[config.mk]
export PLATFORM = sky130hd
export DESIGN_NAME = dsp_sched
export DESIGN_NICKNAME = d
export VERILOG_FILES = /design/src/rtl/dsp_sched.sv
export SDC_FILE = /design/constraint.sdc
export NUM_CORES = 1
export LEC_CHECK = 0
export BUFFER_PORTS_ARGS = -buffer_cell sky130_fd_sc_hd__buf_4
export CAP_MARGIN = 20
export CORE_AREA = 2 2 163 165
export CTS_BUF_LIST = sky130_fd_sc_hd__clkbuf_16
export DETAILED_ROUTE_END_ITERATION = 10
export DIE_AREA = 0 0 165 167
export GPL_ROUTABILITY_DRIVEN = 0
export GPL_TIMING_DRIVEN = 0
export PLACE_DENSITY = 0.58
export SLEW_MARGIN = 20
export SYNTH_ARGS = -nofsm -noshare
export SYNTH_HDL_FRONTEND = slang
export SYNTH_SLANG_ARGS = --single-unit
[constraint.sdc]
create_clock -name clk -period 4.7 [get_ports clk]
set_input_delay 0 -clock clk [delete_from_list [all_inputs] [get_ports clk]]
set_output_delay 0 -clock clk [all_outputs]
set_load 0.01 [all_outputs]
[src/rtl/dsp_sched.sv]
// dsp_sched: round-robin scheduler sharing one pipelined DSP among NREQ requesters.
// Grant, operand capture and dsp_start happen combinationally in the issue cycle.
// A configuration change ({mode,mac}) waits in DRAIN until the DSP pipe is empty.
// Define DSP_SCHED_STALL_CNT_EN to add the saturating stall_cnt output (DRAIN cycles).
module dsp_sched #(
    parameter int unsigned N    = 16,
    parameter int unsigned M    = 16,
    parameter int unsigned NREQ = 4,
    parameter int unsigned LAT0 = 2,
    parameter int unsigned LAT1 = 3,
    parameter int unsigned LAT2 = 5
) (
    input  logic                     clk,
    input  logic                     rst,
    input  logic [NREQ-1:0]          req_valid,
    output logic [NREQ-1:0]          req_ready,
    input  logic [2*NREQ-1:0]        req_mode,
    input  logic [NREQ-1:0]          req_mac,
    input  logic [N*NREQ-1:0]        req_aa,
    input  logic [M*NREQ-1:0]        req_bb,
    input  logic [(N+M)*NREQ-1:0]    req_cc,
    output logic                     dsp_start,
    output logic                     dsp_mac,
    output logic [1:0]               dsp_mode,
    output logic [N-1:0]             dsp_aa,
    output logic [M-1:0]             dsp_bb,
    output logic [N+M-1:0]           dsp_cc,
    input  logic [N+M-1:0]           dsp_out,
    output logic                     resp_valid,
    output logic [2:0]               resp_id,
    output logic [N+M-1:0]           resp_data,
    output logic                     err_illegal
`ifdef DSP_SCHED_STALL_CNT_EN
    ,
    output logic [15:0]              stall_cnt
`endif
);

    typedef enum logic [1:0] {StIdle, StIssue, StHold, StDrain} state_e;

    localparam int unsigned IW = (LAT2 > 1) ? $clog2(LAT2) : 1;

    state_e           state_q, cur_state;
    logic [2:0]       ptr_q, drain_id_q;
    logic [1:0]       hold_q;
    logic [1:0]       mode_q;
    logic             mac_q;
    logic [N-1:0]     aa_q;
    logic [M-1:0]     bb_q;
    logic [N+M-1:0]   cc_q;

    logic [LAT2-1:0]  pipe_vld_q, pipe_vld_d;
    logic [2:0]       pipe_id_q [LAT2];
    logic [2:0]       pipe_id_d [LAT2];

    logic             rr_found;
    logic [2:0]       rr_win;
    logic             cand_vld;
    logic [2:0]       cand_id;
    logic [NREQ-1:0]  cand_oh;
    logic [1:0]       cand_mode;
    logic             cand_mac;
    logic [N-1:0]     cand_aa;
    logic [M-1:0]     cand_bb;
    logic [N+M-1:0]   cand_cc;
    logic             illegal, match, grant, issue, stall_wait;
    logic [IW-1:0]    lat_idx;

    // Round-robin pick, candidate selection and grant decision for this cycle.
    always_comb begin
        rr_found = 1'b0;
        rr_win   = '0;
        for (int i = 0; i < NREQ; i++) begin
            if (!rr_found && req_valid[i] && (3'(i) >= ptr_q)) begin
                rr_found = 1'b1;
                rr_win   = 3'(i);
            end
        end
        for (int i = 0; i < NREQ; i++) begin
            if (!rr_found && req_valid[i]) begin
                rr_found = 1'b1;
                rr_win   = 3'(i);
            end
        end

        // In DRAIN the blocked winner keeps its claim; it is dropped if it deasserts.
        cand_vld = 1'b0;
        cand_id  = rr_win;
        if (state_q == StIdle) begin
            cand_vld = rr_found;
        end else if (state_q == StDrain) begin
            cand_id = drain_id_q;
            for (int i = 0; i < NREQ; i++) begin
                if (drain_id_q == 3'(i)) cand_vld = req_valid[i];
            end
        end

        cand_oh   = '0;
        cand_mode = '0;
        cand_mac  = 1'b0;
        cand_aa   = '0;
        cand_bb   = '0;
        cand_cc   = '0;
        for (int i = 0; i < NREQ; i++) begin
            if (cand_id == 3'(i)) begin
                cand_oh[i] = 1'b1;
                cand_mode  = req_mode[2*i +: 2];
                cand_mac   = req_mac[i];
                cand_aa    = req_aa[N*i +: N];
                cand_bb    = req_bb[M*i +: M];
                cand_cc    = req_cc[(N+M)*i +: (N+M)];
            end
        end

        illegal    = (cand_mode == 2'd3);
        match      = (cand_mode == mode_q) && (cand_mac == mac_q);
        grant      = !rst && cand_vld && (illegal || match || (pipe_vld_q == '0));
        issue      = grant && !illegal;
        stall_wait = !rst && cand_vld && !grant;
        cur_state  = issue ? StIssue : state_q;

        unique case (cand_mode)
            2'd0:    lat_idx = IW'(LAT0 - 1);
            2'd1:    lat_idx = IW'(LAT1 - 1);
            default: lat_idx = IW'(LAT2 - 1);
        endcase
    end

    // Tag pipeline: shift toward stage 0, insert a new tag LATm-1 stages up.
    always_comb begin
        pipe_vld_d = pipe_vld_q >> 1;
        for (int k = 0; k < LAT2 - 1; k++) pipe_id_d[k] = pipe_id_q[k + 1];
        pipe_id_d[LAT2-1] = '0;
        if (issue) begin
            pipe_vld_d[lat_idx] = 1'b1;
            pipe_id_d[lat_idx]  = cand_id;
        end
    end

    // Scheduler FSM, round-robin pointer and held DSP configuration/operands.
    always_ff @(posedge clk or posedge rst) begin
        if (rst) begin
            state_q    <= StIdle;
            ptr_q      <= '0;
            drain_id_q <= '0;
            hold_q     <= '0;
            mode_q     <= '0;
            mac_q      <= 1'b0;
            aa_q       <= '0;
            bb_q       <= '0;
            cc_q       <= '0;
        end else begin
            if (grant) ptr_q <= (cand_id == 3'(NREQ - 1)) ? 3'd0 : cand_id + 3'd1;
            if (issue) begin
                mode_q <= cand_mode;
                mac_q  <= cand_mac;
                aa_q   <= cand_aa;
                bb_q   <= cand_bb;
                cc_q   <= cand_cc;
            end
            case (cur_state)
                StIssue: begin
                    // Occupancy 1/2/4: the issue cycle plus 0/1/3 HOLD cycles.
                    if (cand_mode == 2'd0) begin
                        state_q <= StIdle;
                    end else begin
                        state_q <= StHold;
                        hold_q  <= (cand_mode == 2'd1) ? 2'd0 : 2'd2;
                    end
                end
                StHold: begin
                    if (hold_q == 2'd0) state_q <= StIdle;
                    else hold_q <= hold_q - 2'd1;
                end
                StDrain: begin
                    if (!cand_vld || grant) state_q <= StIdle;
                end
                default: begin
                    if (stall_wait) begin
                        state_q    <= StDrain;
                        drain_id_q <= cand_id;
                    end
                end
            endcase
        end
    end

    // In-flight tag registers.
    always_ff @(posedge clk or posedge rst) begin
        if (rst) begin
            pipe_vld_q <= '0;
            for (int k = 0; k < LAT2; k++) pipe_id_q[k] <= '0;
        end else begin
            pipe_vld_q <= pipe_vld_d;
            pipe_id_q  <= pipe_id_d;
        end
    end

    assign req_ready   = grant ? cand_oh : '0;
    assign err_illegal = grant && illegal;
    assign dsp_start   = issue;
    assign dsp_mode    = issue ? cand_mode : mode_q;
    assign dsp_mac     = issue ? cand_mac  : mac_q;
    assign dsp_aa      = issue ? cand_aa   : aa_q;
    assign dsp_bb      = issue ? cand_bb   : bb_q;
    assign dsp_cc      = issue ? cand_cc   : cc_q;
    assign resp_valid  = pipe_vld_q[0];
    assign resp_id     = pipe_vld_q[0] ? pipe_id_q[0] : 3'd0;
    assign resp_data   = pipe_vld_q[0] ? dsp_out : '0;

`ifdef DSP_SCHED_STALL_CNT_EN
    logic [15:0] stall_q;

    // Saturating count of cycles spent in DRAIN.
    always_ff @(posedge clk or posedge rst) begin
        if (rst) begin
            stall_q <= '0;
        end else if ((state_q == StDrain) && (stall_q != 16'hFFFF)) begin
            stall_q <= stall_q + 16'd1;
        end
    end

    assign stall_cnt = stall_q;
`endif

endmodule
==> impl_metrics.json <==
{
  "cp-end-kind": "flip-flop",
  "path_max_fanout": 16,
  "setup_slack_ns": 0.2499,
  "final.min_clock_period_ns": 4.450,
  "cp.required_ns": 4.94,
  "drc": 0,
  "p_per_area_nw_per_um2": 777.5,
  "fin_util": 0.4261,
  "cts_tree": "yes",
  "start_util": 0.2537,
  "htree_levels": 3,
  "grt_pass1_wl_mm": 41.29,
  "ys_ff_latch": 97,
  "status": "completed",
  "design.core.area_um2": 25760,
  "finalMaxSlewViolations": 0,
  "netlist.area_leader.share": 0.3714,
  "fmax_mhz": 224.7,
  "insertion_delay_ns": 0.35,
  "hold_viol": 0,
  "min_path_type": "input port to flip-flop",
  "wire_per_inst_um": 19.35,
  "worst-setup-path-type": "flip-flop to flip-flop",
  "grt_overflow": 0,
  "place_ws_ns": -0.6526,
  "antenna_found_initial": 1,
  "async_flop_share": 1.000,
  "yosysMostFrequentCell": "o21ai_0",
  "cts_buffer_depth": 2,
  "routed_via_density": 4.808,
  "synth_top_area_cell": "dfrtp_1",
  "syn_area_um2": 6536,
  "cts-root-buf": "clkbuf_16",
  "pin_count": 415,
  "layout-drive-gt1-share": 0.4961,
  "max_slew_margin": 0.3928,
  "die_h_um": 167,
  "syn_inst": 668,
  "p_leak_nw": 5.199,
  "drt-total-wl_mm": 28.58,
  "rows": 59,
  "fin_cells": 1477,
  "ir_worst_vdd_mv": 0.3029,
  "maxCapViolations": 0,
  "yosysWarnings": 0,
  "clock-sinks": 97,
  "syn_to_final_growth_pct": 67.94,
  "grt_usage": 0.1997,
  "dr.pass1.iters": 4,
  "netlist_top_cells_count": "o21ai_0, dfrtp_1, nand2_1, mux2_4, a221o_1",
  "grt_max_degree": 51,
  "place_inst": 1418,
  "start_kind": "flip-flop",
  "vias": 7101,
  "worst_clock_skew_ns": 0.01235,
  "cts.clk_slew.worst_paths_ns": 0.08,
  "grt_pass1_vias": 7220,
  "yosysSeqAreaShare": 0.3714,
  "numPortBuffers": 414,
  "critPathArrivalTime_ns": 4.69,
  "dieArea_um2": 27560,
  "worst_pin_slew_ns": 0.9108,
  "ys_dominant_reg_cell": "dfrtp_1",
  "cts_inserted_buffers": 9,
  "ant_nets": 0,
  "setup_viol": 0,
  "synth_area_leaders": "dfrtp_1, mux2_4, o21ai_0",
  "yosysUniqueCellTypes": 54,
  "finalCritPeriodShare": 0.9468,
  "dpl.hpwl_mm": 22.30,
  "final_nets": 1451,
  "syn-num-nets": 983,
  "synth_area_per_cell_um2": 9.785,
  "synth_edf_count": 0,
  "die-width_um": 165,
  "drt_iter0_markers": 347
}
layout make-up:
class / instances / area (um^2)
clock buffer: 9 / 225.2
fill: 2526 / 14790
sequential: 97 / 2430
multi-input combinational: 498 / 3906
clock inverter: 7 / 58.81
timing repair buffer: 459 / 3542
inverter: 11 / 58.81
tap: 335 / 419.2
buffer: 60 / 334.1
antenna: 1 / 2.502
repair_timing:
item / 4_1_cts / 5_1_grt
endpoints found under the setup margin: 63 / 7
hold endpoints to repair: 75 / 0
resized for setup: 16 / 31
pin swaps: 4 / 10
buffers inserted: 8 / 7
hold buffers: 29 / 0
cells in the final DEF (no fill, tap or decap), types with 3 or more instances in the layout:
cell / Yosys / routed
nor2_4: 0 / 3
clkbuf_16: 0 / 9
a221o_1: 64 / 64
inv_1: 10 / 7
nor2_1: 17 / 13
mux2_4: 65 / 65
nand3b_1: 4 / 4
nand2b_1: 5 / 5
o21ai_0: 133 / 132
a21oi_1: 13 / 11
dlygate4sd3_1: 0 / 29
clkbuf_1: 52 / 50
inv_6: 0 / 3
nand3_1: 6 / 5
ha_1: 9 / 4
nand2_1: 79 / 79
buf_4: 0 / 428
buf_12: 6 / 6
nor2b_1: 8 / 7
and2_1: 42 / 42
ha_4: 0 / 3
mux2_2: 6 / 6
dfrtp_1: 97 / 95
power breakdown:
group,switching (mW),internal (mW),total (mW)
Combinational,3.34,3.11,6.45
Clock,0.365,0.369,0.734
Sequential,0.152,1.20,1.35
through the flow:
step / power [mW] / hold WS (ns) / area [um^2] / setup TNS [ns]
2_1_floorplan: 5.146 / 0.1461 / 6536 / 0
3_3_place_gp: 7.479 / 0.2890 / 10060 / -1.791
3_5_place_dp: 7.511 / 0.09328 / 10100 / -2.399
4_1_cts: 8.445 / 0.001220 / 10800 / -0.1329
5_1_grt: 9.186 / 0.01298 / 10980 / -0.05941
6_report: 8.534 / 0.01453 / 10980 / 0
registers in the layout, summed over array words and instances, names as in the netlist:
name        count
aa_q           16
bb_q           16
cc_q           32
drain_id_q      3
hold_q          2
mac_q           1
mode_q          2
pipe_id_q      15
pipe_vld_q      5
ptr_q           3
state_q         2
logic make-up after synthesis:
group                      Yosys count  share of synthesized area
buffers and inverters               73                    0.06030
and+or+nand+nor                    181                     0.1417
other                                1                  0.0005737
adders and majority gates            9                    0.01723
DFF                                 97                     0.3714
muxes                               76                     0.1696
AOI/OAI and AO/OA                  231                     0.2393
path summary, 6_finish.rpt:
kind | start | endpoint | slack (ns) | depth (start not counted)
worst max-delay path | state_q[0] | state_q[0] | 0.25 | 21
worst min-delay path | req_bb[62] | bb_q[14] | 0.01 | 4
worst max register to register | state_q[0] | state_q[0] | 0.25 | 21
worst min register to register | pipe_id_q[11] | pipe_id_q[14] | 0.43 | 1
max in group asynchronous | rst | bb_q[14] | 3.78 | 4
min in group asynchronous | rst | mode_q[0] | 0.27 | 3
per-layer routing:
metal | up-vias | share of wire | wire (um) | track usage
li1 | 3379 | - | - | -
met1 | 3405 | 0.40 | 11510 | 0.2484
met2 | 292 | 0.51 | 14690 | 0.3498
met3 | 25 | 0.066 | 1892 | 0.03985
met4 | 0 | 0.017 | 486 | 0.05217
met5 | - | 0 | 0 | 0
critical path: stages (launching register included):
cell	delay, ns
dfrtp_1	0.48
nand2_1	0.19
o41a_1	0.31
a31oi_4	0.16
buf_4	0.17
ha_4	0.18
buf_6	0.15
nand2b_1	0.15
a2111oi_2	0.27
nand4b_1	0.22
nor4b_4	0.31
o31ai_4	0.11
nand2b_4	0.20
inv_12	0.18
nor2_4	0.05
ha_2	0.20
inv_1	0.11
nor2_4	0.06
nor3b_2	0.18
and3_1	0.19
a211o_1	0.13
mux2_1	0.32
Power figures use the tool's default switching activity.
